===== src/rtl/inst_loader.sv =====
// Instruction queue loader: packs a 5-byte-per-word program stream into 39-bit
// queue entries, verifies a trailing XOR checksum and gates the core reset.
//
// state   | meaning
// --------+---------------------------------------------------------------
// S_IDLE  | waiting for start; core runs its power-up program
// S_RECV  | accepting payload bytes into the assembly register
// S_WRITE | one-cycle queue write of the assembled instruction
// S_CHECK | accepting the checksum byte
// S_DONE  | load finished; err valid, core released only on a clean load
module inst_loader #(
    parameter int INST_W = 39,
    parameter int ADDR_W = 6,
    parameter int DEPTH  = 64
) (
    input  logic              clk_i,
    input  logic              rst_ni,
    input  logic              start_i,
    input  logic [ADDR_W:0]   len_i,
    input  logic [7:0]        byte_i,
    input  logic              byte_valid_i,
    output logic              byte_ready_o,
    output logic              mem_wr_en_o,
    output logic [ADDR_W-1:0] mem_addr_o,
    output logic [INST_W-1:0] mem_wr_data_o,
    output logic              busy_o,
    output logic              done_o,
    output logic              err_o,
    output logic              core_reset_n_o
);

    typedef enum logic [2:0] {S_IDLE, S_RECV, S_WRITE, S_CHECK, S_DONE} state_t;

    state_t              state_q;
    logic [ADDR_W:0]     len_q;
    logic [2:0]          byte_cnt_q;
    logic [ADDR_W:0]     inst_cnt_q;
    logic [7:0]          csum_q;
    logic [INST_W-1:0]   asm_q;
    logic [ADDR_W-1:0]   mem_addr_q;
    logic [INST_W-1:0]   mem_wr_data_q;
    logic                mem_wr_en_q;
    logic                byte_ready_q;
    logic                busy_q;
    logic                done_q;
    logic                err_q;
    logic                core_rst_n_q;

    logic                xfer;
    logic                len_ok;
    logic [INST_W-1:0]   asm_d;
    logic [7:0]          csum_d;
    logic [ADDR_W:0]     inst_cnt_d;

    assign xfer       = byte_valid_i && byte_ready_q;
    assign len_ok     = (len_i != '0) && (len_i <= (ADDR_W+1)'(DEPTH));
    // Shifting 8 bits into a 39-bit register drops bit 7 of the first byte.
    assign asm_d      = {asm_q[INST_W-9:0], byte_i};
    assign csum_d     = csum_q ^ byte_i;
    assign inst_cnt_d = inst_cnt_q + (ADDR_W+1)'(1);

    always_ff @(posedge clk_i or negedge rst_ni) begin
        if (!rst_ni) begin
            state_q       <= S_IDLE;
            len_q         <= '0;
            byte_cnt_q    <= '0;
            inst_cnt_q    <= '0;
            csum_q        <= '0;
            asm_q         <= '0;
            mem_addr_q    <= '0;
            mem_wr_data_q <= '0;
            mem_wr_en_q   <= 1'b0;
            byte_ready_q  <= 1'b0;
            busy_q        <= 1'b0;
            done_q        <= 1'b0;
            err_q         <= 1'b0;
            core_rst_n_q  <= 1'b1;
        end else begin
            mem_wr_en_q <= 1'b0;
            case (state_q)
                S_IDLE, S_DONE: begin
                    if (start_i) begin
                        if (len_ok) begin
                            state_q      <= S_RECV;
                            len_q        <= len_i;
                            byte_cnt_q   <= '0;
                            inst_cnt_q   <= '0;
                            csum_q       <= '0;
                            mem_addr_q   <= '0;
                            byte_ready_q <= 1'b1;
                            busy_q       <= 1'b1;
                            done_q       <= 1'b0;
                            err_q        <= 1'b0;
                            core_rst_n_q <= 1'b0;
                        end else begin
                            state_q      <= S_DONE;
                            done_q       <= 1'b1;
                            err_q        <= 1'b1;
                            core_rst_n_q <= 1'b0;
                        end
                    end
                end
                S_RECV: begin
                    if (xfer) begin
                        asm_q  <= asm_d;
                        csum_q <= csum_d;
                        if (byte_cnt_q == 3'd4) begin
                            byte_cnt_q    <= '0;
                            mem_wr_data_q <= asm_d;
                            mem_wr_en_q   <= 1'b1;
                            byte_ready_q  <= 1'b0;
                            state_q       <= S_WRITE;
                        end else begin
                            byte_cnt_q <= byte_cnt_q + 3'd1;
                        end
                    end
                end
                S_WRITE: begin
                    // Address wraps to 0 after entry DEPTH-1; unused until the next load.
                    mem_addr_q   <= mem_addr_q + ADDR_W'(1);
                    inst_cnt_q   <= inst_cnt_d;
                    byte_ready_q <= 1'b1;
                    state_q      <= (inst_cnt_d == len_q) ? S_CHECK : S_RECV;
                end
                S_CHECK: begin
                    if (xfer) begin
                        err_q        <= (byte_i != csum_q);
                        core_rst_n_q <= (byte_i == csum_q);
                        done_q       <= 1'b1;
                        busy_q       <= 1'b0;
                        byte_ready_q <= 1'b0;
                        state_q      <= S_DONE;
                    end
                end
                default: state_q <= S_IDLE;
            endcase
        end
    end

    assign byte_ready_o   = byte_ready_q;
    assign mem_wr_en_o    = mem_wr_en_q;
    assign mem_addr_o     = mem_addr_q;
    assign mem_wr_data_o  = mem_wr_data_q;
    assign busy_o         = busy_q;
    assign done_o         = done_q;
    assign err_o          = err_q;
    assign core_reset_n_o = core_rst_n_q;

endmodule


===== config.mk =====
export PLATFORM = sky130hd
export DESIGN_NAME = inst_loader
export DESIGN_NICKNAME = d
export VERILOG_FILES = /design/src/rtl/inst_loader.sv
export SDC_FILE = /design/constraint.sdc
export NUM_CORES = 1
export LEC_CHECK = 0
export ABC_CLOCK_PERIOD_IN_PS = 4900
export CORE_UTILIZATION = 38
export CTS_CLUSTER_SIZE = 20
export DETAILED_ROUTE_END_ITERATION = 7
export PLACE_DENSITY = 0.62
export SLEW_MARGIN = 0
export SYNTH_ARGS = -nofsm -noshare
export SYNTH_HDL_FRONTEND = slang
export SYNTH_SLANG_ARGS = --single-unit

===== constraint.sdc =====
create_clock -name clk_i -period 4.9 [get_ports clk_i]
set_input_delay 0.735 -clock clk_i [delete_from_list [all_inputs] [get_ports clk_i]]
set_output_delay 0.735 -clock clk_i [all_outputs]
set_load 0.03 [all_outputs]

==> impl_metrics.tcl <==
set metrics [dict create \
    status "complete, no violations" \
    top_layer_used "met4" \
    grtUsageTotal_pct 15.7 \
    fin_skew_ns 0.0139 \
    cts_buffers 9 \
    synth-main-ff-cell "dfrtp_1" \
    drt.antenna.violating_nets 0 \
    finalWirelength_mm 9.17 \
    finalSetupTns_ns 0 \
    syn_area_um2 4630 \
    slew_headroom_pct 22.5 \
    worst_slack_ns 1.91 \
    die_y_um 112 \
    wire_per_inst_um 14.5 \
    grt_start_max_net_pins 79 \
    slew_violations 0 \
    drive_gt1_share_pct 14.9 \
    num-fill-cells 1087 \
    max_freq_mhz 335 \
    critPathMaxFanout 13 \
    ctsLongestPathBuffers 2 \
    grt_pass1_wl_mm 15.8 \
    tightest_slew_ns 1.16 \
    hold_path_depth 2 \
    design_area_um2 5740 \
    ys_top_cells_by_area "dfrtp_1 59%, mux2_2 10%, nand2_1 8.8%, o21ai_0 3.2%, xnor2_1 2.5%" \
    vias_per_cell 5.04 \
    cts_setup_buffers 0 \
    ys_seq_area_share_pct 59.5 \
    crit_required_ns 5.13 \
    antenna_cells 0 \
    hpwl_mm 6.13 \
    met1_length_mm 4.42 \
    drc_errors 0 \
    num_vias 3190 \
    slowest_stage "and3_1" \
    yosys.area.top_type_share_pct 58.9 \
    dieWidth_um 112 \
    drt_pass1_iterations 4 \
    dieArea_um2 12600 \
    gp_congestion 0.781 \
    synthesis.nets 442 \
    crit_chain "clkdlybuf4s50_1 > or4_1 > o31ai_1 > and3_1 > mux2_2" \
    clkSinkCount 110 \
    dp_slack_ns 1.56 \
    worst-path-stages 5 \
    initial_utilization_pct 39.7 \
    whs_ns 0.473 \
    leakage_nw 2.70 \
    period_needed_ns 2.99 \
    wl_met3_um 247 \
    cts.repair.resized 0 \
    arrival_ns 3.21 \
    syn_inst 419 \
    hp-class "register to register" \
    rsz0062_at_grt "no" \
    rows 39 \
    ff2ff_path_depth 5 \
    power_mw 3.35 \
    drt_iter0_drc 147 \
    fin_crit_sh_pct 61.0 \
    timing.max_cap.violations 0 \
    grt_pass1_vias 3180 \
    synth_common_cells "109 x dfrtp_1, 109 x nand2_1, 43 x mux2_2, 30 x o21ai_0, 24 x nor2_1" \
    power.density_nw_per_um2 584 \
    critPathTopFamily "simple AND/OR/NAND/NOR gates" \
    startpoint_type "primary input" \
    syn_area_per_cell_um2 11.0 \
    synth_edf_count 0 \
    dpl_cell_area_um2 5440 \
    overflow 0 \
    synth_top_area_cell "dfrtp_1" \
    ys_seq_elements 110 \
    yosysWarningCount 0 \
    synth.distinct_cells 38 \
    setup_violations 0 \
    clkLatencyLatePin_ns 0.35 \
    ioPinCount 70 \
    cp.buffers_inverters 1 \
    end_kind "register" \
    critPathMaxStageDelay_ns 0.63 \
    cts_hold_buffers 0 \
    hold_viol_final 0 \
    ir_drop_mv 0.246 \
    area_delta_synth_final_pct 24.0 \
    io_buffers 69 \
    nets 508 \
    htreeDepth 3 \
    ff2ff_setup_slack_ns 2.05 \
    antenna_found_initial 0 \
    wl_met2_mm 4.41 \
    core_area_um2 11700 \
    clkTransAtPathRegs_ns 0.08 \
    cts_root_buf "clkbuf_16" \
    async_reset_ff_share_pct 100 \
    cts_tree "done" \
    critical_path_class "primary input to register" \
]
power by group:
| group | internal, mW | switching, mW |
|---|---|---|
| combinational | 0.523 | 0.631 |
| sequential | 1.23 | 0.246 |
| clock | 0.363 | 0.361 |
| total | 2.11 | 1.24 |
flip-flops by register name (all words and copies together), names as in the netlist, 3 cells and up:
signal,cells
asm_q,31
len_q,7
state_q,3
mem_addr_o,6
mem_wr_data_o,39
inst_cnt_q,7
byte_cnt_q,3
csum_q,8
cell families (layout without fill, tap and decap cells):
group | after synthesis | count (layout) | synth area share, %
and+or+nand+nor | 165 | 165 | 15.1
DFF | 110 | 110 | 59.5
AOI/OAI and AO/OA | 52 | 52 | 6.41
muxes | 47 | 47 | 11.8
xor gates and xnor gates | 21 | 21 | 3.97
buffers and inverters | 20 | 91 | 2.19
adders and majority gates | 4 | 4 | 1.08
final cells by class:
cell class	count	area [µm²]	share of cell area, %
clock inverters	7	75.1	1.31
flip-flops and latches	110	2750	48.0
clock buffers	9	225	3.92
inverters	3	11.3	0.196
multi-input cells	289	1790	31.1
repair buffers	72	711	12.4
well taps	143	179	3.12
final timing paths:
kind | startpoint | endpoint
max | len_i[1] | len_q[0]
min | asm_q[28] | asm_q[28]
max reg2reg | state_q[2] | mem_wr_data_o[20]
min reg2reg | asm_q[28] | asm_q[28]
max in group asynchronous | rst_ni | inst_cnt_q[3]
min in group asynchronous | rst_ni | done_o
metal layers:
metal | vias to the layer above | global-route usage [%]
met5 | - | 0
met4 | 0 | 5.33
li1 | 1538 | -
met3 | 7 | 2.32
met1 | 1589 | 21.4
met2 | 56 | 25.7
placed cells by master, fill, tap and decap left out, types with 2 or more instances in the layout:
master,Yosys,routed
ha_1,4,4
nand3_1,5,5
o21ai_0,30,30
nor3_1,3,2
inv_6,0,3
xor2_1,8,8
nand4_1,4,4
nor2_1,24,23
mux2_4,4,4
inv_1,3,3
a21oi_1,10,10
clkdlybuf4s50_1,0,68
nand3b_1,2,2
and2_1,3,3
a21o_1,2,2
mux2_2,43,43
nand2b_1,5,5
a22o_1,3,3
clkbuf_16,0,9
nand2_1,109,109
and3_1,4,4
clkinv_8,0,2
dfrtp_1,109,109
xnor2_1,13,13
buf_4,0,4
stage by stage:
step	std cells	utilization, %
3_5_place_dp	617	46.7
6_report	633	49.2
3_3_place_gp	617	46.7
4_1_cts	633	49.2
2_1_floorplan	419	-
5_1_grt	633	49.2
tightest hold or removal path: stages, from the launching register on:
cell and delay (ns):
dfrtp_1 0.34, nand2_1 0.05, nand2_1 0.05
No activity file was read; power rests on OpenSTA's default activity.
